--- config.mk ---
export PLATFORM = sky130hd
export DESIGN_NAME = seg_serial_driver
export DESIGN_NICKNAME = d
export VERILOG_FILES = /design/src/rtl/seg_pkg.sv /design/src/rtl/seg_hex_encode.sv /design/src/rtl/seg_serial_driver.sv
export SDC_FILE = /design/constraint.sdc
export NUM_CORES = 1
export LEC_CHECK = 0
export CAP_MARGIN = 20
export CORE_MARGIN = 2
export CORE_UTILIZATION = 55
export CTS_CLUSTER_DIAMETER = 80
export CTS_CLUSTER_SIZE = 14
export DETAILED_ROUTE_END_ITERATION = 10
export GPL_TIMING_DRIVEN = 0
export PLACE_DENSITY = 0.79
export SETUP_SLACK_MARGIN = 0.1
export SLEW_MARGIN = 10
export SYNTH_ARGS = -nofsm -noshare
export SYNTH_HDL_FRONTEND = slang
export SYNTH_SLANG_ARGS = --single-unit
--- constraint.sdc ---
create_clock -name clk -period 1.75 [get_ports clk]
set_input_delay 0.4375 -clock clk [delete_from_list [all_inputs] [get_ports clk]]
set_output_delay 0.4375 -clock clk [all_outputs]
set_load 0.02 [all_outputs]
--- src/rtl/seg_pkg.sv ---
// Shared types and constants for the seven-segment serial driver.
// Polarity of the encoded frame is selected by SEG_ACTIVE_LOW_EN (see seg_hex_encode).
package seg_pkg;

    localparam int SEG_FRAME_BITS = 64;
    localparam int SEG_DIGITS     = 8;

    typedef enum logic [1:0] {
        LOAD  = 2'd0,
        SHIFT = 2'd1,
        GAP   = 2'd2
    } seg_state_e;

    // gfedcba, 1 = lit
    localparam logic [6:0] SEG_HEX_TABLE [16] = '{
        7'h3F, 7'h06, 7'h5B, 7'h4F, 7'h66, 7'h6D, 7'h7D, 7'h07,
        7'h7F, 7'h6F, 7'h77, 7'h7C, 7'h39, 7'h5E, 7'h79, 7'h71
    };

endpackage

--- src/rtl/seg_hex_encode.sv ---
// One digit of the frame: {dp, g..a} from a nibble, blank and point flag.
// SEG_ACTIVE_LOW_EN inverts the whole byte for common-anode boards.
module seg_hex_encode
    import seg_pkg::*;
(
    input  logic [3:0] nibble_i,
    input  logic       blank_i,
    input  logic       point_i,
    output logic [7:0] seg_o
);

    logic [7:0] lit;

    always_comb begin
        lit = blank_i ? 8'h00 : {point_i, SEG_HEX_TABLE[nibble_i]};
`ifdef SEG_ACTIVE_LOW_EN
        seg_o = ~lit;
`else
        seg_o = lit;
`endif
    end

endmodule

--- src/rtl/seg_serial_driver.sv ---
// Free-running 8-digit seven-segment frame shifter for a 74HC164 chain.
// Optional SEG_ACTIVE_LOW_EN selects inverted (common-anode) segment polarity.
module seg_serial_driver
    import seg_pkg::*;
#(
    parameter int CLK_DIV    = 4,
    parameter int GAP_CYCLES = 16
) (
    input  logic        clk,
    input  logic        rst,
    input  logic [31:0] nums,
    input  logic [7:0]  ens,
    input  logic [7:0]  points,
    output logic        SEG_CLK,
    output logic        SEG_DT,
    output logic        busy,
    output logic        frame_done
);

    localparam int DIV_W = (CLK_DIV > 1) ? $clog2(CLK_DIV) : 1;
    localparam int GAP_W = (GAP_CYCLES > 1) ? $clog2(GAP_CYCLES) : 1;
    localparam int BIT_W = $clog2(SEG_FRAME_BITS);

    localparam logic [DIV_W-1:0] DIV_LAST = DIV_W'(CLK_DIV - 1);
    localparam logic [GAP_W-1:0] GAP_LAST = GAP_W'(GAP_CYCLES - 1);
    localparam logic [BIT_W-1:0] BIT_LAST = BIT_W'(SEG_FRAME_BITS - 1);

    logic [SEG_FRAME_BITS-1:0] frame_w;

    for (genvar i = 0; i < SEG_DIGITS; i++) begin : g_digit
        seg_hex_encode u_enc (
            .nibble_i (nums[4*i +: 4]),
            .blank_i  (ens[i]),
            .point_i  (points[i]),
            .seg_o    (frame_w[8*i +: 8])
        );
    end

    seg_state_e                state_q, state_d;
    logic [SEG_FRAME_BITS-1:0] sr_q, sr_d;
    logic [BIT_W-1:0]          bit_q, bit_d;
    logic [DIV_W-1:0]          div_q, div_d;
    logic [GAP_W-1:0]          gap_q, gap_d;
    logic                      clk_q, clk_d;
    logic                      fd_q, fd_d;

    always_ff @(posedge clk or negedge rst) begin
        if (!rst) begin
            state_q <= LOAD;
            sr_q    <= '0;
            bit_q   <= '0;
            div_q   <= '0;
            gap_q   <= '0;
            clk_q   <= 1'b0;
            fd_q    <= 1'b0;
        end else begin
            state_q <= state_d;
            sr_q    <= sr_d;
            bit_q   <= bit_d;
            div_q   <= div_d;
            gap_q   <= gap_d;
            clk_q   <= clk_d;
            fd_q    <= fd_d;
        end
    end

    always_comb begin
        state_d = state_q;
        sr_d    = sr_q;
        bit_d   = bit_q;
        div_d   = div_q;
        gap_d   = gap_q;
        clk_d   = clk_q;
        fd_d    = 1'b0;
        case (state_q)
            LOAD: begin
                sr_d    = frame_w;
                bit_d   = BIT_LAST;
                div_d   = DIV_LAST;
                clk_d   = 1'b0;
                state_d = SHIFT;
            end
            SHIFT: begin
                if (div_q != '0) begin
                    div_d = div_q - 1'b1;
                end else begin
                    div_d = DIV_LAST;
                    if (!clk_q) begin
                        clk_d = 1'b1;
                    end else begin
                        // end of the high phase: next bit comes up as the clock falls
                        clk_d = 1'b0;
                        sr_d  = sr_q << 1;
                        if (bit_q == '0) begin
                            state_d = GAP;
                            gap_d   = GAP_LAST;
                            fd_d    = 1'b1;
                        end else begin
                            bit_d = bit_q - 1'b1;
                        end
                    end
                end
            end
            GAP: begin
                if (gap_q != '0) begin
                    gap_d = gap_q - 1'b1;
                end else begin
                    state_d = LOAD;
                end
            end
            default: state_d = LOAD;
        endcase
    end

    // Data is gated by the state so LOAD, GAP and reset always idle at 0.
    assign busy       = (state_q == SHIFT);
    assign SEG_DT     = busy & sr_q[SEG_FRAME_BITS-1];
    assign SEG_CLK    = clk_q;
    assign frame_done = fd_q;

endmodule

* Word-level counts from Yosys, hierarchy flattened
Memory sizes are Yosys's and may differ from the RTL's. Index checks and enable logic that the tools add are counted.
Storage, ports and cells: register bits after elaboration 80, ROM bits 896, input bits 50, output and inout bits 4, word-level logic and storage cells 104, memories 8
Cells by class: add/subtract/negate cells 3, magnitude comparators 8, equality and inequality tests 8, muxes and demuxes 50, bitwise operators 9, reductions and logical operators 11
Memories:
- (name not given) | words 16, width 7, rd ports 1, clocked after Yosys merged registers in 0, wr ports 0, RTL line seg_hex_encode.sv:15 | lit = blank_i ? 8'h00 : {point_i, SEG_HEX_TABLE[nibble_i]};
- (name not given) | words 16, width 7, rd ports 1, clocked after Yosys merged registers in 0, wr ports 0, RTL line seg_hex_encode.sv:15
- (name not given) | words 16, width 7, rd ports 1, clocked after Yosys merged registers in 0, wr ports 0, RTL line seg_hex_encode.sv:15
- (name not given) | words 16, width 7, rd ports 1, clocked after Yosys merged registers in 0, wr ports 0, RTL line seg_hex_encode.sv:15
- (name not given) | words 16, width 7, rd ports 1, clocked after Yosys merged registers in 0, wr ports 0, RTL line seg_hex_encode.sv:15
- (name not given) | words 16, width 7, rd ports 1, clocked after Yosys merged registers in 0, wr ports 0, RTL line seg_hex_encode.sv:15
- 2 more memories
Operator list (count):
- 64-bit 2-to-1 mux | 2
- 64-bit one-hot mux with 2 select lines | 1
- 7-bit 2-to-1 mux | 16
- 8-bit 2-to-1 mux | 8
- 5-bit >= comparator, second input constant | 8
- 4-bit NOT with 5-bit output | 8
- 6-bit 2-to-1 mux | 3
- 4-bit 2-to-1 mux | 4
- 6-bit one-hot mux with 2 select lines | 1
- 2-bit 2-to-1 mux | 5
- 2-bit inequality test, second input constant | 4
- 4-bit one-hot mux with 2 select lines | 1
- 4-bit AND reduction | 2
- 6-bit zero test | 1
- 1-bit 2-to-1 mux | 6
- 2-bit one-hot mux with 3 select lines | 1
- 2-bit nonzero test | 3
- 6-bit by 1-bit subtractor with 6-bit output, second input constant | 1
- 5-bit AND reduction | 1
- 2-bit by 1-bit inequality test with 1-bit output, second input constant | 2
- 2-bit one-hot mux with 2 select lines | 1
- 4-bit nonzero test | 1
- 4-bit by 1-bit subtractor with 4-bit output, second input constant | 1
- 3-bit AND reduction | 1
- 7 further kinds | 7

* Longest topological paths before layout
depth after elaboration 6, depth in mapped cells 8, depth with buffers taken out 6

* Modules after synthesis
A second synthesis with hierarchy kept.
Second synthesis, totals: cells, all modules 589, area, all modules 6327.3 um2
Modules (own cells, without submodules):
- seg_serial_driver | instances 1, cells each 299, area an instance 4132.7 um2
- seg_hex_encode at g_digit[4].u_enc ... | instances 4, cells each 35, area an instance 274.0 um2
- seg_hex_encode at g_digit[1].u_enc ... | instances 2, cells each 38, area an instance 277.8 um2
- seg_hex_encode at g_digit[0].u_enc ... | instances 2, cells each 37, area an instance 271.5 um2

* Worst setup path before layout
OpenSTA, ideal clock, no wires.
path type reg2out, start point register state_q[0], end point output SEG_DT, arrival 1.344 ns, required time 1.312 ns, slack -0.031 ns, stages on the path, launching flop included 7, path buffers 4, cell sequence dfrtp_1 buf_6 nor2b_4 buf_6 buf_2 buf_2 and2_1
Between the ends: word-level cells in the longest chain between the ends 2
Ends and longest elaborated chain:
- from (decl) | RTL line seg_serial_driver.sv:39 | seg_state_e state_q, state_d;
- from (signal assigned) | RTL line seg_serial_driver.sv:57 | state_q <= state_d;
- 2-bit by 1-bit equality test with 1-bit output | RTL line seg_serial_driver.sv:116 | assign busy = (state_q == SHIFT);
- named net busy | RTL line seg_serial_driver.sv:16 | output logic busy,
- 1-bit AND | RTL line seg_serial_driver.sv:117 | assign SEG_DT = busy & sr_q[SEG_FRAME_BITS-1];
- to (decl) | RTL line seg_serial_driver.sv:15 | output logic SEG_DT,
The timed path passes the listed nets, and every way through them passes these cells.

* Worst setup path in the final report
start point register state_q[0], end point output SEG_DT
Between the ends: word-level cells in the longest chain between the ends 2
Ends and longest elaborated chain (RTL line):
- 2-bit by 1-bit equality test with 1-bit output | seg_serial_driver.sv:116
- 1-bit AND | seg_serial_driver.sv:117
No other way between the ends.

==> metrics.cfg <==
[status]
status=finished, violations left
violations=setup timing

[worst_setup_path]
crit_chain=buf_6 -> nor2b_4 -> buf_8 -> buf_8 -> and2_4 -> buf_6
criticalPathCategory=flip-flop to primary output
end_kind=primary output
critPathBufInv=4
timing.rr.start=state_q[0]
r2r_end=sr_q[19]
critPathLaunchType=flip-flop
path_depth=6
worst_path_largest_cell_delay_ps=370
rrSetupSlack_ps=-10
path_max_fanout=3
critPathTopFamily=buffers and inverters
crit_start=state_q[0]
required_ps=1310
reg2regPathDepth=8
cp_slowest_cell=dfrtp_1
endpoint=SEG_DT
arrival_ps=1470

[finish]
post-route-util_pct=75.1
antenna_cells=0
layout-drive-gt1-share_pct=26.6
multiInputGateArea_um2=3830
finalNonFillerCells=861
design_area_um2=7410
nNetsFinal=825
fill_cells=660
area_growth_pct=31.6
seq_area_um2=2000

[sta]
hold_viol_final=0
slew_headroom_pct=59.7
fin_crit_sh_pct=109
worstMarginPinSlew_ps=604
fin_crit_ps=1910
setup_violations=3
fin_setup_tns_ps=-219
drv_slew=0
fin_skew_ps=16.3
whs_ps=25.7
rsz0062_at_grt=yes
fin_ws_ps=-158
fmax_mhz=524

[floorplanning]
die-area_um2=11100
die-width_um=105
initial_core_util_pct=57.1
ios=54
core-area_um2=9860
die_h_um=105
rows=36

[route]
first_iter_violations=466
drc_errors=0
routed_wl_um=16200
ant_nets=0
first_pass_iters=5
via_count=5389
avgRoutedWirePerCell_um=18.8
viasPerCell=6.26

[logic_synthesis]
yosysWarnings=0
synth_area_um2=5630
synth_edf_count=0
async_flop_share_pct=100
ys_types=52
avgSynthCellArea_um2=8.76
yosysSeqAreaShare_pct=35.6
synthCells=643
synth_nets=745
ys_ff_latch=80
ys.flop_type=dfrtp_1

[clock_network]
numCtsBuffers=9
clkTransAtPathRegs_ps=90
cts_sinks=80
cts_tree=done
clk_latency_ps=370
htree_num_levels=3
clk_path_buf_depth=2
cts-root-buf=clkbuf_8
holdBufCountCts=0

[pwr]
peakVddDrop_v=0.000363
power_density_nw_per_um2=554
leakagePower_uw=0.00313

[global_route]
grt_max_degree=44
antenna_found_initial=0
grt_first_pass_wirelength_um=25500
grt_pass1_vias=5219
grt-ovfl-total=0
track_usage_pct=28.7

[placed_design]
dpl_cell_area_um2=6470
finalWeightedCongestion=0.904
dp_hpwl_um=10300
dp_cells=828
portBuffers=51

[job]
drv_cap=0

[hold_path]
min_path_type=input port to async pin

[synth_stat cells, drive strengths merged, types with 7 or more instances]
cell type | instances | share of area (%)
a21oi | 42 | 3.7
a22oi | 10 | 1.3
a2bb2oi | 8 | 1.2
a311oi | 7 | 1.6
a31oi | 33 | 3.8
a32oi | 8 | 1.2
buf | 24 | 2.4
clkbuf | 21 | 1.4
dfrtp | 80 | 36
ha | 52 | 12
inv | 42 | 2.8
mux2 | 8 | 1.6
mux2i | 9 | 1.6
mux4 | 8 | 3.2
nand2 | 80 | 5.3
nand3 | 13 | 1.2
nor2 | 86 | 5.7
nor2b | 12 | 1.5
nor3b | 8 | 1.1
o211ai | 12 | 1.6
o21a | 8 | 1.1
o21ai | 16 | 1.4
o221ai | 7 | 1.2
o311ai | 17 | 2.6
[logic make-up (layout without fill, tap and decap cells)]
group	Yosys count	after routing	share of synthesized area (%)
AOI/OAI and AO/OA	182	182	22.9
xor gates and xnor gates	1	1	0.156
adders and majority gates	52	52	11.6
buffers and inverters	87	172	6.64
DFF	80	80	35.6
muxes	25	25	6.40
and+or+nand+nor	216	216	16.8
[metal layers]
metal / routed length, um / share of wire (%) / vias up / track usage (%)
met2: 8240 / 51 / 255 / 49.0
met4: 254 / 1.6 / 0 / 10.5
li1: - / - / 2464 / -
met5: 0 / 0 / - / 0
met3: 1090 / 6.7 / 32 / 4.24
met1: 6640 / 41 / 2638 / 36.7
[area by class of cell]
type,count,share of cell area [%]
timing repair buffer,70,8.83
clock buffer,11,1.91
inverter,42,2.67
multi-input combinational,476,51.7
buffer,44,5.11
clock inverter,5,0.557
sequential,80,27.0
tap,133,2.25
[placed cells by master, fill, tap and decap left out, types with 9 or more instances in the layout]
master and n:
buf_4 19, inv_4 16, nand2_1 79, ha_1 43
a22oi_1 9, clkdlybuf4s50_1 25, a21oi_1 38, nor2b_1 10
nand3_1 12, o21ai_0 9, buf_6 10, mux2i_1 9
clkbuf_2 11, a31oi_1 32, o211ai_1 12, clkbuf_8 10
dfrtp_1 80, buf_2 16, nor2_1 78, inv_1 24
ha_4 9
[stage by stage]
step,power (uW),setup WS [ps]
floorplan,2460,102
global placement,2730,-2530
detailed placement,2780,-748
CTS,4050,-255
global route,4290,-196
finish,4110,-158
[power by group]
| group | internal, uW | total [uW] | switching [uW] |
|---|---|---|---|
| Combinational | 347 | 805 | 458 |
| Sequential | 1950 | 2010 | 63.8 |
| Clock | 565 | 1290 | 728 |
| Total | 2860 | 4110 | 1250 |
[flip-flops by register name, summed over array words and instances, names as in the netlist]
register / flops
sr_q: 64
state_q: 2
SEG_CLK: 1
bit_q: 6
div_q: 2
frame_done: 1
gap_q: 4
[worst min path at each step]
stage,to,slack (ps)
final,sr_q[13],30
after global routing,sr_q[13],60
after CTS,sr_q[13],40
after detailed placement,sr_q[13],430
after global placement,sr_q[35],470
after floorplan,SEG_CLK,140
[timing repair]
item / 4_1_cts / 5_1_grt
setup endpoints to repair: 70 / 74
gates cloned: 1 / 2
pin swaps: 45 / 32
resized for setup: 187 / 74
setup buffers: 11 / 6
Power figures use the tool's default switching activity.
